`config.mk`:
```
export PLATFORM = sky130hd
export DESIGN_NAME = alu
export DESIGN_NICKNAME = d
export VERILOG_FILES = /design/src/rtl/alu_pkg.sv /design/src/rtl/alu_shifter.sv /design/src/rtl/alu.sv
export SDC_FILE = /design/constraint.sdc
export NUM_CORES = 1
export LEC_CHECK = 0
export ABC_AREA = 1
export BUFFER_PORTS_ARGS = -buffer_cell sky130_fd_sc_hd__buf_2
export CORE_ASPECT_RATIO = 1.2
export CORE_MARGIN = 3
export CORE_UTILIZATION = 30
export CTS_CLUSTER_DIAMETER = 120
export CTS_CLUSTER_SIZE = 40
export DETAILED_ROUTE_END_ITERATION = 6
export HOLD_SLACK_MARGIN = 0.1
export MAX_ROUTING_LAYER = met4
export SYNTH_ARGS = -nofsm -noshare
export SYNTH_HDL_FRONTEND = slang
export SYNTH_SLANG_ARGS = --single-unit
```
`constraint.sdc`:
```
create_clock -name clk -period 4.01 [get_ports clk]
set_input_delay 0.802 -clock clk [delete_from_list [all_inputs] [get_ports clk]]
set_output_delay 0.802 -clock clk [all_outputs]
set_load 0.01 [all_outputs]
```
`src/rtl/alu_pkg.sv`:
```
// Shared definitions for the ALU execute stage: default width, opcode encoding
// and the shifter direction encoding.
package alu_pkg;

    localparam int unsigned ALU_WIDTH = 16;
    localparam int unsigned ALU_SHW   = $clog2(ALU_WIDTH);

    typedef enum logic [2:0] {
        OP_ADD = 3'b000,
        OP_SUB = 3'b001,
        OP_AND = 3'b010,
        OP_OR  = 3'b011,
        OP_XOR = 3'b100,
        OP_SLL = 3'b101,
        OP_SRL = 3'b110,
        OP_SRA = 3'b111
    } opcode_e;

    localparam logic DIR_LEFT  = 1'b0;
    localparam logic DIR_RIGHT = 1'b1;

endpackage

```
`src/rtl/alu_shifter.sv`:
```
// Combinational log-stage barrel shifter. Left shifts reuse the right-shift
// stages by bit-reversing the data on the way in and out.
module alu_shifter
    import alu_pkg::*;
#(
    parameter int unsigned WIDTH = ALU_WIDTH,
    parameter int unsigned SHW   = $clog2(WIDTH)
) (
    input  logic [WIDTH-1:0] data,
    input  logic [SHW-1:0]   amount,
    input  logic             dir,
    input  logic             arith,
    output logic [WIDTH-1:0] result,
    output logic             shout
);

    logic                   fill;
    logic [WIDTH-1:0]       src;
    logic [WIDTH-1:0]       rev;
    logic [SHW:0][WIDTH-1:0] stg;
    logic [SHW:0]           so;

    assign fill = arith & (dir == DIR_RIGHT) & data[WIDTH-1];

    for (genvar i = 0; i < WIDTH; i++) begin : g_rev
        assign src[i] = (dir == DIR_RIGHT) ? data[i] : data[WIDTH-1-i];
        assign rev[i] = stg[SHW][WIDTH-1-i];
    end

    assign stg[0] = src;
    assign so[0]  = 1'b0;

    // Each taken stage records its last bit shifted out; the highest taken
    // stage therefore holds data[s-1] of the overall shift.
    for (genvar k = 0; k < SHW; k++) begin : g_stage
        localparam int unsigned STEP = 2 ** k;
        assign stg[k+1] = amount[k] ? {{STEP{fill}}, stg[k][WIDTH-1:STEP]} : stg[k];
        assign so[k+1]  = amount[k] ? stg[k][STEP-1] : so[k];
    end

    assign result = (dir == DIR_RIGHT) ? stg[SHW] : rev;
    assign shout  = so[SHW];

endmodule

```
`src/rtl/alu.sv`:
```
// Registered 16-bit arithmetic/logic/shift unit: one result word and one
// carry/shift-out flag per cycle, selected by a 3-bit opcode.
module alu
    import alu_pkg::*;
#(
    parameter int unsigned WIDTH = ALU_WIDTH,
    parameter int unsigned SHW   = $clog2(WIDTH)
) (
    input  logic             clk,
    input  logic             rst,
    input  logic [2:0]       op,
    input  logic [WIDTH-1:0] i0,
    input  logic [WIDTH-1:0] i1,
    output logic [WIDTH-1:0] outp,
    output logic             cout
);

    opcode_e          opc;
    logic             sub;
    logic [WIDTH-1:0] addb;
    logic [WIDTH:0]   addsum;
    logic [WIDTH-1:0] shres;
    logic             shout;
    logic             shdir;
    logic             sharith;
    logic [WIDTH-1:0] outp_d, outp_q;
    logic             cout_d, cout_q;

    assign opc = opcode_e'(op);

    // Subtract as i0 + ~i1 + 1 so the carry out is the no-borrow flag.
    assign sub    = (opc == OP_SUB);
    assign addb   = sub ? ~i1 : i1;
    assign addsum = {1'b0, i0} + {1'b0, addb} + {{WIDTH{1'b0}}, sub};

    assign shdir   = (opc == OP_SLL) ? DIR_LEFT : DIR_RIGHT;
    assign sharith = (opc == OP_SRA);

    alu_shifter #(
        .WIDTH (WIDTH),
        .SHW   (SHW)
    ) u_shifter (
        .data   (i0),
        .amount (i1[SHW-1:0]),
        .dir    (shdir),
        .arith  (sharith),
        .result (shres),
        .shout  (shout)
    );

    always_comb begin
        outp_d = '0;
        cout_d = 1'b0;
        unique case (opc)
            OP_ADD, OP_SUB: begin
                outp_d = addsum[WIDTH-1:0];
                cout_d = addsum[WIDTH];
            end
            OP_AND: outp_d = i0 & i1;
            OP_OR:  outp_d = i0 | i1;
            OP_XOR: outp_d = i0 ^ i1;
            OP_SLL, OP_SRL, OP_SRA: begin
                outp_d = shres;
                cout_d = shout;
            end
        endcase
    end

    always_ff @(posedge clk) begin
        if (rst) begin
            outp_q <= '0;
            cout_q <= 1'b0;
        end else begin
            outp_q <= outp_d;
            cout_q <= cout_d;
        end
    end

    assign outp = outp_q;
    assign cout = cout_q;

endmodule

```
==> Word-level counts from Yosys, hierarchy flattened <==
Index checks and enable logic that the tools add are counted.
W data, S select, Z words.
{ "word_totals": {"reg_bits": 17, "latchBits": 0, "ram_bits": 0, "mem_bits_ro": 0, "in_bits": 37, "output_inout_bits": 17, "word_cells": 49, "mem_count": 0} }
{ "op_classes": {"n_addsub": 2, "n_mul": 0, "n_div": 0, "magnitude_cmp": 0, "eq_ne": 7, "shifts": 0, "muxes": 29, "bitwise": 6, "n_reduce_logical": 3} }
{ "op_table": {"columns": ["op", "count"], "rows": [
  ["$mux W16", 6],
  ["$pmux W16 S5", 1],
  ["$mux W1", 21],
  ["$add A16 B16 Y17", 1],
  ["$add A17 B1 Y17", 1],
  ["$and A16 B16 Y16", 1],
  ["$not A16 Y16", 1],
  ["$or A16 B16 Y16", 1],
  ["$xor A16 B16 Y16", 1],
  ["$eq A3 B3 Y1 const B", 4],
  ["$eq A3 B2 Y1 const B", 2],
  ["$eq A3 B1 Y1 const B", 1],
  ["$logic_not A3 Y1", 1],
  ["$reduce_or A3 Y1", 1],
  ["$and A1 B1 Y1", 2],
  ["$pmux W1 S2", 1],
  ["$reduce_or A2 Y1", 1]
]} }

==> Depth between registers and ports, before layout <==
Gate-level depths: netlist of run 1.
{ "logic_depth": {"word_depth": 10, "depth_mapped": 20, "depth_no_buf": 18} }

==> Cells and area by module <==
Synthesis of run 1 repeated with hierarchy kept, for this count alone.
{ "hier_totals": {"hier_cells": 638, "area_unflattened_um2": 3689.8} }
{ "modules_own_cells": {"columns": ["mod", "instances", "cells_per_inst", "area_each_um2", "seq_area_each_um2"], "rows": [
  ["alu", 1, 378, 2457.4, 340.3],
  ["alu_shifter", 1, 260, 1232.4, 0.0]
]} }

==> Worst setup path after synthesis of run 1 <==
No wires, ideal clock.
{ "synth_path": {"path_type": "in2reg", "start": "input port op[2]", "end": "register outp_q[10], in the netlist outp[10]", "setup_ps": 109, "arrival_time_ps": 3215, "t_required_ps": 3901, "slack_ps": 687, "path_stages": 18, "path_buffers": 2, "cell_sequence": "buf_4 > nor2_4 > nand2_4 > buf_1 > xor2_1 > fa_1 > nand3_1 > nand2_1 > a21boi_0 > o21ai_0 > nand3_1 > nand2_1 > nand2_1 > nand2_1 > nand2_1 > nand3_1 > nand2_1 > inv_1"} }
{ "synth_via": {"elab_chain_cells": 10, "word_cells_on_any_way": 33, "cone_classes": "2 x add/sub; 7 x eq/ne; 19 x mux; 2 x bitwise; 3 x reduce/logical"} }
{ "synth_rtl": {"columns": ["element", "line_no", "text"], "rows": [
  ["start, declared", "alu.sv:11", "input logic [2:0] op,"],
  ["branches (longest 9 deep; another with $add A16 B16 Y17)", null, null],
  ["$pmux W16 S5 (*)", "alu.sv:54", "unique case (opc)"],
  ["end signal, assigned", "alu.sv:74", "outp_q <= outp_d;"],
  ["end, declared", "alu.sv:26", "logic [WIDTH-1:0] outp_d, outp_q;"]
]} }
Mark *: on every way between the ends.
A chain may end at the register's enable or synchronous reset.

==> Worst setup path in the final report of run 1 <==
{ "layout_path": {"start": "input port i1[1]", "end": "register outp_q[10], in the netlist outp[10]"} }
{ "layout_via": {"elab_chain_cells": 5, "word_cells_on_any_way": 9, "cone_classes": "2 x add/sub; 6 x mux; 1 x bitwise"} }
{ "layout_rtl": {"columns": ["element", "line_no", "text"], "rows": [
  ["start, declared", "alu.sv:13", "input logic [WIDTH-1:0] i1,"],
  ["$not A16 Y16 or $mux W16 (tied branches)", "alu.sv:33, alu_shifter.sv:37", null],
  ["$mux W16, on equally long branches", "alu.sv:33, alu_shifter.sv:37", null],
  ["$add A16 B16 Y17 or $mux W16 (tied branches)", "alu.sv:34, alu_shifter.sv:37", null],
  ["$add A17 B1 Y17 or $mux W16 (tied branches)", "alu.sv:34, alu_shifter.sv:41", null],
  ["$pmux W16 S5 (*)", "alu.sv:54", null]
]} }
Mark *: on every way between the ends. The rest lies on a longest branch, timed or not.

==> results of run 1 <==
-- cell usage after synthesis --
cell | n | area share
sky130_fd_sc_hd__buf_1 | 7 | 0.0073
sky130_fd_sc_hd__nand3_4 | 1 | 0.0049
sky130_fd_sc_hd__o2111ai_1 | 1 | 0.0024
sky130_fd_sc_hd__xnor2_1 | 1 | 0.0024
sky130_fd_sc_hd__inv_1 | 62 | 0.065
sky130_fd_sc_hd__a21boi_0 | 1 | 0.0021
sky130_fd_sc_hd__nor2_2 | 1 | 0.0017
sky130_fd_sc_hd__a311oi_1 | 7 | 0.017
sky130_fd_sc_hd__a31oi_1 | 2 | 0.0035
sky130_fd_sc_hd__buf_4 | 6 | 0.013
sky130_fd_sc_hd__nor2_4 | 1 | 0.0031
sky130_fd_sc_hd__inv_2 | 1 | 0.0010
sky130_fd_sc_hd__nand2_1 | 170 | 0.18
sky130_fd_sc_hd__a21oi_1 | 25 | 0.035
sky130_fd_sc_hd__nand3_1 | 153 | 0.21
sky130_fd_sc_hd__dfxtp_1 | 17 | 0.095
sky130_fd_sc_hd__nand2_2 | 1 | 0.0017
sky130_fd_sc_hd__xor2_1 | 22 | 0.054
sky130_fd_sc_hd__a21o_1 | 3 | 0.0063
sky130_fd_sc_hd__buf_2 | 6 | 0.0084
sky130_fd_sc_hd__nor4_1 | 2 | 0.0035
sky130_fd_sc_hd__o31ai_1 | 1 | 0.0021
sky130_fd_sc_hd__fa_1 | 1 | 0.0056
sky130_fd_sc_hd__o22ai_1 | 3 | 0.0052
sky130_fd_sc_hd__clkbuf_1 | 9 | 0.0094
sky130_fd_sc_hd__ha_1 | 47 | 0.16
sky130_fd_sc_hd__nor3_1 | 3 | 0.0042
sky130_fd_sc_hd__nor2_1 | 12 | 0.013
sky130_fd_sc_hd__clkinv_1 | 6 | 0.0063
sky130_fd_sc_hd__nand2_4 | 1 | 0.0031
sky130_fd_sc_hd__o21bai_1 | 1 | 0.0021
sky130_fd_sc_hd__nand3b_1 | 2 | 0.0042
sky130_fd_sc_hd__o21ai_2 | 1 | 0.0024
sky130_fd_sc_hd__a41oi_1 | 7 | 0.017
sky130_fd_sc_hd__o221a_2 | 2 | 0.0063
sky130_fd_sc_hd__o21ai_0 | 24 | 0.033
sky130_fd_sc_hd__nand4_1 | 3 | 0.0052
-- kinds of logic (layout without fill, tap and decap cells) --
logic type,Yosys count,in the layout,synth area share
simple gates,350,350,0.435
flops,17,17,0.0948
compound gates,78,78,0.135
xor+xnor,23,23,0.0561
buf+inv,97,135,0.110
fa+ha+maj,48,48,0.169
-- per-stage QoR --
stage / instances / area (um2) / hold WS, ps / worst slack, ps / util
finish: 808 / 4060 / 783 / 1020 / 0.350
CTS: 808 / 4060 / 777 / 1020 / 0.350
global route: 808 / 4060 / 766 / 653 / 0.350
floorplan: 613 / 3590 / 871 / 687 / -
detailed placement: 804 / 3990 / 1030 / 774 / 0.343
global placement: 804 / 3990 / 1040 / 809 / 0.343
-- sequential cells by signal, summed over array words and instances (netlist names) --
signal,count
outp,16
cout,1
-- power groups by stage --
| stage | clock network, mW | logic, mW | registers [mW] |
|---|---|---|---|
| floorplan | 0 | 0.346 | 0.205 |
| global placement | 0 | 0.514 | 0.195 |
| detailed placement | 0 | 0.511 | 0.195 |
| CTS | 0.196 | 0.513 | 0.192 |
| global route | 0.207 | 0.584 | 0.193 |
| finish | 0.193 | 0.517 | 0.192 |
-- how the worst max path moves through the flow --
stage | from | endpoint
floorplan | op[2] | outp[10]
global placement | op[2] | outp[10]
detailed placement | op[2] | outp[10]
CTS | op[2] | outp[10]
global route | i1[1] | outp[10]
finish | i1[1] | outp[10]
-- area by class of cell --
type	count	area [um2]
clock buffer	4	78.8
fill	1330	7560
inverter	69	259
multi-input combinational	499	2860
sequential	17	340
tap	157	196
timing repair buffer	62	333
-- routing by layer --
| layer | vias to the layer above | global-route usage | share of wire |
|---|---|---|---|
| met5 | - | - | 0 |
| met4 | 0 | 0.0953 | 0.057 |
| met3 | 46 | 0.0190 | 0.045 |
| met2 | 159 | 0.351 | 0.50 |
| met1 | 2004 | 0.231 | 0.39 |
| li1 | 2145 | - | - |
==> run_summary.xml, run 1 <==
<?xml version="1.0" encoding="UTF-8"?>
<metrics>
  <group name="power_and_ir_drop">
    <metric name="power.switching" unit="uW">401</metric>
    <metric name="comb_power_share" unit="">0.573</metric>
    <metric name="netSwitchingFraction" unit="">0.445</metric>
    <metric name="cellLeakagePower" unit="nW">2.17</metric>
    <metric name="power.density" unit="nW/um2">222</metric>
    <metric name="clkPwrFrac" unit="">0.214</metric>
    <metric name="power.total" unit="uW">902</metric>
    <metric name="internal-power" unit="uW">501</metric>
    <metric name="power.ir.vdd_worst" unit="uV">182</metric>
    <metric name="share_seq_of_total_power" unit="">0.212</metric>
  </group>
  <group name="worst_setup_path">
    <metric name="critical-path-max-stage-delay" unit="ps">460</metric>
    <metric name="worst_path_most_repeated_cell" unit="">sky130_fd_sc_hd__nand2_1</metric>
    <metric name="cp.required" unit="ps">4150</metric>
    <metric name="timing.critical_path.fanout_max" unit="">18</metric>
    <metric name="timing.critical_path.arrival" unit="ps">3130</metric>
    <metric name="critPathCaptureType" unit="">register</metric>
    <metric name="cp_delay_by_family_top" unit="">simple AND/OR/NAND/NOR gates</metric>
    <metric name="worstPathBufferInverterCount" unit="">3</metric>
    <metric name="critPathKind" unit="">input port to register</metric>
    <metric name="worstSetupPathDepth" unit="">16</metric>
    <metric name="worst_path_max_delay_cell" unit="">sky130_fd_sc_hd__fa_1</metric>
    <metric name="worst_setup_path_start_kind" unit="">input port</metric>
    <metric name="critical_path.cell_chain" unit="">buf_2, clkinv_1, xor2_1, fa_1, nand3_1, nand2_1, a21boi_0, o21ai_0, nand3_1, nand2_1, nand2_1, nand2_1, nand2_1, nand3_1, nand2_1, inv_1</metric>
  </group>
  <group name="min_path">
    <metric name="whs_path_depth" unit="">2</metric>
    <metric name="min_path_type" unit="">input port to register</metric>
    <metric name="worstHoldStart" unit="">rst</metric>
    <metric name="min_to" unit="">cout</metric>
  </group>
  <group name="route">
    <metric name="drt-vias-per-instance" unit="">5.39</metric>
    <metric name="detail_route.drc_violations" unit="">0</metric>
    <metric name="routed_wirelength" unit="mm">13.0</metric>
    <metric name="drt-wirelength-per-cell" unit="um">16.1</metric>
    <metric name="first_iter_violations" unit="">371</metric>
    <metric name="ant_nets" unit="">0</metric>
    <metric name="detailroute.via_count" unit="">4354</metric>
    <metric name="drt_first_pass_iters" unit="">5</metric>
  </group>
  <group name="final_layout">
    <metric name="antennaDiodeCount" unit="">0</metric>
    <metric name="nNetsFinal" unit="">737</metric>
    <metric name="syn2layout_area_growth" unit="%">13.2</metric>
    <metric name="drive_gt1_frac" unit="">0.114</metric>
    <metric name="mostFrequentLayoutCells" unit="">sky130_fd_sc_hd__nand2_1 (170), sky130_fd_sc_hd__nand3_1 (153), sky130_fd_sc_hd__inv_1 (62)</metric>
    <metric name="most_common_library_cell_in_the_layout_ignoring_fill_and_taps" unit="">sky130_fd_sc_hd__nand2_1</metric>
  </group>
  <group name="timing">
    <metric name="period_share" unit="">0.745</metric>
    <metric name="finalCriticalPeriod" unit="ps">2990</metric>
    <metric name="post_route_setup_tns" unit="ps">0</metric>
    <metric name="rsz0062_at_grt" unit="">false</metric>
    <metric name="final_hold_viol_count" unit="">0</metric>
    <metric name="slew_viol_final" unit="">0</metric>
    <metric name="worst-slew-pin-transition" unit="ps">660</metric>
    <metric name="max_slew_margin" unit="">0.559</metric>
    <metric name="clock.fmax" unit="GHz">0.335</metric>
    <metric name="report.final.setup_viol" unit="">0</metric>
  </group>
  <group name="global_route">
    <metric name="antenna_found_initial" unit="">0</metric>
    <metric name="grt_start_max_net_pins" unit="">29</metric>
    <metric name="first_global_vias" unit="">4178</metric>
    <metric name="globalRouteOverflowTotal" unit="">0</metric>
    <metric name="first_pass_grt_wire_length" unit="mm">21.1</metric>
    <metric name="global_route.usage.total" unit="">0.201</metric>
  </group>
  <group name="clock_tree">
    <metric name="numClockSinks" unit="">17</metric>
    <metric name="postCtsSetupBuffers" unit="">0</metric>
    <metric name="clock_buffers_created_by_tritoncts" unit="">3</metric>
    <metric name="htree_levels" unit="">1</metric>
    <metric name="cts_tree" unit="">yes</metric>
    <metric name="clk_pin_slew_worst_paths" unit="ps">50</metric>
    <metric name="cts-resized-gates" unit="">0</metric>
    <metric name="clk_path_buf_depth" unit="">2</metric>
    <metric name="cts_root_buf" unit="">sky130_fd_sc_hd__clkbuf_16</metric>
    <metric name="cts_hold_buf" unit="">0</metric>
  </group>
  <group name="synthesis">
    <metric name="synth.avg_cell_area" unit="um2">5.86</metric>
    <metric name="synthesis.instances" unit="">613</metric>
    <metric name="yosysUniqueCellTypes" unit="">37</metric>
    <metric name="postSynthRegisterBits" unit="">17</metric>
    <metric name="synth_seq_area_share" unit="">0.0948</metric>
    <metric name="yosys_warnings" unit="">0</metric>
    <metric name="synth_area" unit="um2">3590</metric>
    <metric name="syn_nets" unit="">698</metric>
  </group>
  <group name="flow_run">
    <metric name="timing.max_cap.violations" unit="">0</metric>
  </group>
  <group name="place">
    <metric name="portBuffers" unit="">53</metric>
    <metric name="post-dp-hpwl" unit="mm">10.5</metric>
    <metric name="routabilityCongestion" unit="">0.979</metric>
  </group>
  <group name="status">
    <metric name="run_status" unit="">completed</metric>
  </group>
  <group name="floorplanning">
    <metric name="chipWidth" unit="um">106</metric>
    <metric name="fp.coreArea" unit="um2">11600</metric>
    <metric name="rows" unit="">43</metric>
    <metric name="floorplan.die_area" unit="um2">13300</metric>
    <metric name="floorplan.initialDensity" unit="">0.309</metric>
    <metric name="chipHeight" unit="um">126</metric>
    <metric name="top_level_pins" unit="">54</metric>
  </group>
</metrics>
Power figures use the tool's default switching activity.
==> run 2, diff against run 1 <==
==> constraint.sdc (replaced) <==
create_clock -name clk -period 2.84 [get_ports clk]
set_input_delay 0.568 -clock clk [delete_from_list [all_inputs] [get_ports clk]]
set_output_delay 0.568 -clock clk [all_outputs]
set_load 0.01 [all_outputs]
==> run 2 against run 1 <==
Net effect:
- sequential power is 42% higher
- wire length is 6.7% higher
- cell count is 2.8% higher
- critical path type unchanged
==> run_summary.xml, run 2 (synthesis results as in run 1) <==
<?xml version="1.0" encoding="UTF-8"?>
<metrics>
  <group name="status">
    <metric name="run_status" unit="">completed</metric>
  </group>
  <group name="route">
    <metric name="detail_route.drc_violations" unit="">0</metric>
    <metric name="detailroute.via_count" unit="">4395</metric>
    <metric name="ant_nets" unit="">0</metric>
    <metric name="drt_first_pass_iters" unit="">7</metric>
    <metric name="routed_wirelength" unit="mm">13.9</metric>
    <metric name="drt-vias-per-instance" unit="">5.29</metric>
    <metric name="first_iter_violations" unit="">325</metric>
    <metric name="drt-wirelength-per-cell" unit="um">16.7</metric>
  </group>
  <group name="worst_setup_path">
    <metric name="cp.required" unit="ps">2990</metric>
    <metric name="worst_path_most_repeated_cell" unit="">sky130_fd_sc_hd__nand2_1</metric>
    <metric name="worst_setup_path_start_kind" unit="">input port</metric>
    <metric name="critPathCaptureType" unit="">register</metric>
    <metric name="critical-path-max-stage-delay" unit="ps">300</metric>
    <metric name="critical_path.cell_chain" unit="">buf_2, nor2_4, nand2_4, buf_4, xor2_1, ha_1, buf_4, a21oi_1, nand2_2, nand2_1, nand2_1, nand2_1, nand2_1, nand2_1, nand2_1, nand2_1, nand3_1, nand2_1, inv_1</metric>
    <metric name="timing.critical_path.fanout_max" unit="">14</metric>
    <metric name="worst_path_max_delay_cell" unit="">sky130_fd_sc_hd__ha_1</metric>
    <metric name="timing.critical_path.arrival" unit="ps">2770</metric>
    <metric name="critPathKind" unit="">input port to register</metric>
  </group>
  <group name="power_and_ir_drop">
    <metric name="clkPwrFrac" unit="">0.209</metric>
    <metric name="share_seq_of_total_power" unit="">0.204</metric>
    <metric name="comb_power_share" unit="">0.588</metric>
    <metric name="power.density" unit="nW/um2">315</metric>
    <metric name="internal-power" unit="uW">742</metric>
    <metric name="power.total" unit="mW">1.34</metric>
    <metric name="power.ir.vdd_worst" unit="uV">175</metric>
    <metric name="cellLeakagePower" unit="nW">2.28</metric>
    <metric name="power.switching" unit="uW">598</metric>
    <metric name="netSwitchingFraction" unit="">0.446</metric>
  </group>
  <group name="floorplanning">
    <metric name="top_level_pins" unit="">54</metric>
    <metric name="floorplan.die_area" unit="um2">13300</metric>
    <metric name="chipHeight" unit="um">126</metric>
    <metric name="chipWidth" unit="um">106</metric>
    <metric name="rows" unit="">43</metric>
    <metric name="floorplan.initialDensity" unit="">0.309</metric>
    <metric name="fp.coreArea" unit="um2">11600</metric>
  </group>
  <group name="clock_tree">
    <metric name="htree_levels" unit="">1</metric>
    <metric name="postCtsSetupBuffers" unit="">0</metric>
    <metric name="clock_buffers_created_by_tritoncts" unit="">3</metric>
    <metric name="numClockSinks" unit="">17</metric>
    <metric name="cts_tree" unit="">yes</metric>
    <metric name="clk_path_buf_depth" unit="">2</metric>
    <metric name="cts-resized-gates" unit="">0</metric>
    <metric name="cts_hold_buf" unit="">0</metric>
    <metric name="cts_root_buf" unit="">sky130_fd_sc_hd__clkbuf_16</metric>
    <metric name="clk_pin_slew_worst_paths" unit="ps">50</metric>
  </group>
  <group name="final_layout">
    <metric name="finish.cell_count_without_fillers" unit="">831</metric>
    <metric name="drive_gt1_frac" unit="">0.145</metric>
    <metric name="antennaDiodeCount" unit="">0</metric>
    <metric name="fin_util" unit="">0.366</metric>
    <metric name="most_common_library_cell_in_the_layout_ignoring_fill_and_taps" unit="">sky130_fd_sc_hd__nand2_1</metric>
    <metric name="nNetsFinal" unit="">760</metric>
    <metric name="mostFrequentLayoutCells" unit="">sky130_fd_sc_hd__nand2_1 (170), sky130_fd_sc_hd__nand3_1 (153), sky130_fd_sc_hd__inv_1 (62)</metric>
    <metric name="syn2layout_area_growth" unit="%">18.4</metric>
    <metric name="number_of_flip_flops_in_the_largest_register" unit="">16</metric>
  </group>
  <group name="global_route">
    <metric name="antenna_found_initial" unit="">0</metric>
    <metric name="first_pass_grt_wire_length" unit="mm">21.5</metric>
    <metric name="globalRouteOverflowTotal" unit="">0</metric>
    <metric name="global_route.usage.total" unit="">0.211</metric>
    <metric name="first_global_vias" unit="">4141</metric>
    <metric name="grt_start_max_net_pins" unit="">31</metric>
  </group>
  <group name="timing">
    <metric name="final_hold_viol_count" unit="">0</metric>
    <metric name="slew_viol_final" unit="">0</metric>
    <metric name="worst-slew-pin-transition" unit="ps">585</metric>
    <metric name="period_share" unit="">0.923</metric>
    <metric name="finalCriticalPeriod" unit="ps">2620</metric>
    <metric name="rsz0062_at_grt" unit="">false</metric>
    <metric name="report.final.setup_viol" unit="">0</metric>
    <metric name="max_slew_margin" unit="">0.610</metric>
    <metric name="fin_ws" unit="ps">220</metric>
    <metric name="clock.fmax" unit="GHz">0.382</metric>
  </group>
  <group name="place">
    <metric name="portBuffers" unit="">53</metric>
    <metric name="routabilityCongestion" unit="">0.970</metric>
    <metric name="place_inst" unit="">827</metric>
    <metric name="dp_worst_setup_slack" unit="ps">-43.4</metric>
    <metric name="post-dp-hpwl" unit="mm">11.3</metric>
  </group>
  <group name="min_path">
    <metric name="min_path_type" unit="">input port to register</metric>
  </group>
  <group name="flow_run">
    <metric name="timing.max_cap.violations" unit="">0</metric>
  </group>
</metrics>
## run 2: cell types whose count changed in the layout (fill, tap and decap cells not counted)
cell,change
sky130_fd_sc_hd__a21boi_1,+1
sky130_fd_sc_hd__clkbuf_1,-1
sky130_fd_sc_hd__a21boi_0,-1
sky130_fd_sc_hd__clkinv_2,+1
sky130_fd_sc_hd__o21ai_1,+1
sky130_fd_sc_hd__o21ai_0,-1
sky130_fd_sc_hd__buf_4,+22
sky130_fd_sc_hd__buf_12,+1
## run 2: power groups by stage
stage | Combinational, mW | Sequential [mW] | Clock, mW
after global routing | 0.872 | 0.274 | 0.295
after floorplan | 0.489 | 0.289 | 0
after global placement | 0.779 | 0.278 | 0
after detailed placement | 0.777 | 0.279 | 0
after CTS | 0.780 | 0.274 | 0.283
final | 0.788 | 0.273 | 0.280
## run 2: metal layers
metal,global-route usage,routed length (um),share of wire,vias to the layer above
met5,-,0,0,-
met4,0.125,858,0.062,0
met3,0.0159,588,0.042,52
met2,0.360,7010,0.51,161
met1,0.240,5420,0.39,1991
li1,-,-,-,2191
## run 2: critical path, delay by kind of cell
family                     cells  cell delay, ps
AOI/OAI and AO/OA              1             160
adders and majority gates      1             300
buffers and inverters          4             520
xor gates and xnor gates       1             170
and+or+nand+nor               12            1040
## run 2: final timing paths
| check | endpoint | from | depth (start not counted) |
|---|---|---|---|
| max | outp[13] | op[2] | 19 |
| min | cout | rst | 2 |
## run 2: metrics by stage
stage / area, um2 / hold slack [ps] / setup TNS, ps
6_report: 4250 / 525 / 0
5_1_grt: 4250 / 526 / 0
4_1_cts: 4250 / 520 / 0
3_5_place_dp: 4170 / 783 / -65.2
3_3_place_gp: 4170 / 793 / -49.3
2_1_floorplan: 3590 / 637 / 0
## run 2: cell type report
cell class / instances / area [um2]
multi-input cells: 499 / 2860
clock buffers: 3 / 75.1
well taps: 157 / 196
flip-flops and latches: 17 / 340
inverters: 69 / 259
fillers: 1325 / 7370
clock inverters: 1 / 5.00
repair buffers: 85 / 518
==> run 3, diff against run 2 <==
--- a/config.mk
+++ b/config.mk
@@ -14,7 +14,7 @@
 export CTS_CLUSTER_SIZE = 40
 export DETAILED_ROUTE_END_ITERATION = 6
 export HOLD_SLACK_MARGIN = 0.1
-export MAX_ROUTING_LAYER = met4
 export SYNTH_ARGS = -nofsm -noshare
 export SYNTH_HDL_FRONTEND = slang
+export SYNTH_HIERARCHICAL = 1
 export SYNTH_SLANG_ARGS = --single-unit
==> run 3 against run 2 <==
Net effect:
- setup slack improved by 130 ps
- global-route usage fell by 3.1 points
- core utilization decreased by 1.3 points
- flip-flop and latch count unchanged
- area after synthesis rose by 2.8%
- critical path type unchanged
- largest power group unchanged
==> run_summary.xml, run 3 <==
<?xml version="1.0" encoding="UTF-8"?>
<metrics>
  <group name="worst_setup_path">
    <metric name="cp_delay_by_family_top" unit="">simple AND/OR/NAND/NOR gates</metric>
    <metric name="critical-path-max-stage-delay" unit="ps">410</metric>
    <metric name="worst_path_most_repeated_cell" unit="">sky130_fd_sc_hd__nand2_1</metric>
    <metric name="timing.critical_path.fanout_max" unit="">34</metric>
    <metric name="worst_setup_path_start_kind" unit="">input port</metric>
    <metric name="worstSetupStartpoint" unit="">op[1]</metric>
    <metric name="critical_path.cell_chain" unit="">buf_2, inv_1, nand3_1, buf_12, inv_6, nand2_1, nand3_1, nand3_1, nand2_1, nand2_1, nand2_1, nand2_1, nand2_1, nand2_1, nand2_1, a221oi_1, a21oi_1</metric>
    <metric name="timing.critical_path.arrival" unit="ps">2620</metric>
    <metric name="worstPathBufferInverterCount" unit="">4</metric>
    <metric name="cp.required" unit="ps">2970</metric>
    <metric name="worst_path_max_delay_cell" unit="">sky130_fd_sc_hd__a221oi_1</metric>
    <metric name="critPathKind" unit="">input port to register</metric>
    <metric name="critPathCaptureType" unit="">register</metric>
  </group>
  <group name="floorplanning">
    <metric name="floorplan.die_area" unit="um2">13700</metric>
    <metric name="fp.coreArea" unit="um2">11800</metric>
    <metric name="chipWidth" unit="um">107</metric>
    <metric name="chipHeight" unit="um">127</metric>
    <metric name="rows" unit="">43</metric>
    <metric name="top_level_pins" unit="">54</metric>
    <metric name="floorplan.initialDensity" unit="">0.313</metric>
  </group>
  <group name="timing">
    <metric name="post_route_setup_tns" unit="ps">0</metric>
    <metric name="final_hold_viol_count" unit="">0</metric>
    <metric name="rsz0062_at_grt" unit="">false</metric>
    <metric name="fin_ws" unit="ps">345</metric>
    <metric name="period_share" unit="">0.879</metric>
    <metric name="report.final.setup_viol" unit="">0</metric>
    <metric name="finalCriticalPeriod" unit="ps">2490</metric>
    <metric name="slew_viol_final" unit="">0</metric>
    <metric name="clock.fmax" unit="GHz">0.401</metric>
    <metric name="max_slew_margin" unit="">0.575</metric>
    <metric name="hold-worst-slack" unit="ps">701</metric>
    <metric name="worst-slew-pin-transition" unit="ps">636</metric>
  </group>
  <group name="status">
    <metric name="run_status" unit="">completed</metric>
  </group>
  <group name="final_layout">
    <metric name="finish.cell_count_without_fillers" unit="">837</metric>
    <metric name="syn2layout_area_growth" unit="%">12.6</metric>
    <metric name="drive_gt1_frac" unit="">0.129</metric>
    <metric name="mostFrequentLayoutCells" unit="">sky130_fd_sc_hd__nand2_1 (209), sky130_fd_sc_hd__nand3_1 (122), sky130_fd_sc_hd__inv_1 (78)</metric>
    <metric name="antennaDiodeCount" unit="">0</metric>
    <metric name="fin_util" unit="">0.353</metric>
    <metric name="fillerInstances" unit="">1339</metric>
    <metric name="most_common_library_cell_in_the_layout_ignoring_fill_and_taps" unit="">sky130_fd_sc_hd__nand2_1</metric>
    <metric name="nNetsFinal" unit="">766</metric>
    <metric name="number_of_flip_flops_in_the_largest_register" unit="">16</metric>
  </group>
  <group name="synthesis">
    <metric name="synthDominantCellAreaShare" unit="">0.213</metric>
    <metric name="synthFlopType" unit="">sky130_fd_sc_hd__dfxtp_1</metric>
    <metric name="synth.top_cells.by_area" unit="">sky130_fd_sc_hd__nand2_1 (21%), sky130_fd_sc_hd__nand3_1 (17%), sky130_fd_sc_hd__ha_1 (16%), sky130_fd_sc_hd__dfxtp_1 (9.2%), sky130_fd_sc_hd__inv_1 (7.9%)</metric>
    <metric name="postSynthRegisterBits" unit="">17</metric>
    <metric name="synth_edf_count" unit="">0</metric>
    <metric name="yosys_warnings" unit="">6</metric>
    <metric name="syn_nets" unit="">723</metric>
    <metric name="synth_most_common_cell" unit="">sky130_fd_sc_hd__nand2_1</metric>
    <metric name="synth_seq_area_share" unit="">0.0922</metric>
    <metric name="yosysUniqueCellTypes" unit="">36</metric>
    <metric name="synth_area" unit="um2">3690</metric>
    <metric name="synth.avg_cell_area" unit="um2">5.78</metric>
    <metric name="synth_area_leader_cell" unit="">sky130_fd_sc_hd__nand2_1</metric>
    <metric name="asyncSetResetFlopFracSynth" unit="">0</metric>
    <metric name="synthesis.instances" unit="">638</metric>
    <metric name="netlist_top_cells_count" unit="">sky130_fd_sc_hd__nand2_1 (209), sky130_fd_sc_hd__nand3_1 (122), sky130_fd_sc_hd__inv_1 (78), sky130_fd_sc_hd__ha_1 (47), sky130_fd_sc_hd__a21oi_1 (31)</metric>
  </group>
  <group name="power_and_ir_drop">
    <metric name="cellLeakagePower" unit="nW">2.40</metric>
    <metric name="power.ir.vdd_worst" unit="uV">158</metric>
    <metric name="power.switching" unit="uW">579</metric>
    <metric name="clkPwrFrac" unit="">0.230</metric>
    <metric name="share_seq_of_total_power" unit="">0.208</metric>
    <metric name="comb_power_share" unit="">0.562</metric>
    <metric name="netSwitchingFraction" unit="">0.450</metric>
    <metric name="power.density" unit="nW/um2">310</metric>
    <metric name="internal-power" unit="uW">707</metric>
  </group>
  <group name="min_path">
    <metric name="min_path_type" unit="">input port to register</metric>
    <metric name="worstHoldStart" unit="">rst</metric>
  </group>
  <group name="route">
    <metric name="first_iter_violations" unit="">261</metric>
    <metric name="drt_first_pass_iters" unit="">5</metric>
    <metric name="detail_route.drc_violations" unit="">0</metric>
    <metric name="routed_wirelength" unit="mm">12.4</metric>
    <metric name="drt-vias-per-instance" unit="">5.06</metric>
    <metric name="ant_nets" unit="">0</metric>
    <metric name="drt-wirelength-per-cell" unit="um">14.8</metric>
    <metric name="detailroute.via_count" unit="">4239</metric>
  </group>
  <group name="global_route">
    <metric name="global_route.usage.total" unit="">0.179</metric>
    <metric name="first_pass_grt_wire_length" unit="mm">19.7</metric>
    <metric name="first_global_vias" unit="">3968</metric>
    <metric name="globalRouteOverflowTotal" unit="">0</metric>
    <metric name="antenna_found_initial" unit="">0</metric>
    <metric name="grt_start_max_net_pins" unit="">35</metric>
  </group>
  <group name="clock_tree">
    <metric name="htree_levels" unit="">1</metric>
    <metric name="cts_root_buf" unit="">sky130_fd_sc_hd__clkbuf_16</metric>
    <metric name="numClockSinks" unit="">17</metric>
    <metric name="clk_path_buf_depth" unit="">2</metric>
    <metric name="clock_buffers_created_by_tritoncts" unit="">3</metric>
    <metric name="clk_pin_slew_worst_paths" unit="ps">60</metric>
    <metric name="cts_tree" unit="">yes</metric>
    <metric name="postCtsSetupBuffers" unit="">0</metric>
    <metric name="cts-resized-gates" unit="">0</metric>
    <metric name="cts_hold_buf" unit="">0</metric>
  </group>
  <group name="place">
    <metric name="portBuffers" unit="">53</metric>
    <metric name="post-dp-hpwl" unit="mm">10.2</metric>
    <metric name="routabilityCongestion" unit="">0.986</metric>
    <metric name="place_inst" unit="">833</metric>
    <metric name="dp_worst_setup_slack" unit="ps">96.9</metric>
  </group>
  <group name="flow_run">
    <metric name="timing.max_cap.violations" unit="">0</metric>
  </group>
</metrics>
run 3: cell count changes in the layout (fill, tap and decap cells not counted), moves of 7 or more:
cell / previous run / this run
sky130_fd_sc_hd__a221oi_1: 0 / 9
sky130_fd_sc_hd__a311oi_1: 7 / 0
sky130_fd_sc_hd__a41oi_1: 7 / 0
sky130_fd_sc_hd__buf_4: 31 / 8
sky130_fd_sc_hd__inv_1: 62 / 78
sky130_fd_sc_hd__nand2_1: 170 / 209
sky130_fd_sc_hd__nand2_2: 1 / 10
sky130_fd_sc_hd__nand3_1: 153 / 122
run 3: final cells by class:
class / instances / area (um2) / area share
repair buffers: 63 / 365 / 0.0880
flip-flops and latches: 17 / 340 / 0.0819
multi-input cells: 513 / 2860 / 0.688
well taps: 157 / 196 / 0.0473
clock buffers: 4 / 78.8 / 0.0190
inverters: 83 / 317 / 0.0762
run 3: layer usage:
layer / GRT usage / routed length, um / vias to the layer above
met5: 0 / 0 / -
met1: 0.222 / 5200 / 1911
met3: 0.0202 / 666 / 28
met2: 0.319 / 6080 / 125
li1: - / - / 2175
met4: 0.0640 / 412 / 0
run 3: logic make-up (layout without fill, tap and decap cells):
family,count (synthesis),in the layout,synth area share
AND/OR/NAND/NOR,373,373,0.446
buffers and inverters,108,150,0.134
AO/OA/AOI/OAI,75,75,0.123
adder cells (fa/ha/maj),48,48,0.165
XOR/XNOR,17,17,0.0404
flip-flops,17,17,0.0922
run 3: worst paths after layout:
check | end | slack, ps | cells after the start
max | outp[14] | 350 | 17
min | outp[11] | 700 | 2
run 3: power groups by stage:
stage / Combinational [mW] / Clock [mW] / Sequential [mW]
detailed placement: 0.717 / 0 / 0.273
CTS: 0.720 / 0.303 / 0.268
global route: 0.820 / 0.314 / 0.269
floorplan: 0.488 / 0 / 0.287
global placement: 0.719 / 0 / 0.273
finish: 0.724 / 0.296 / 0.268
run 3: through the flow:
| stage | power, mW | cell area (um2) |
|---|---|---|
| CTS | 1.29 | 4150 |
| finish | 1.29 | 4150 |
| floorplan | 0.775 | 3690 |
| detailed placement | 0.990 | 4080 |
| global route | 1.40 | 4150 |
| global placement | 0.992 | 4080 |
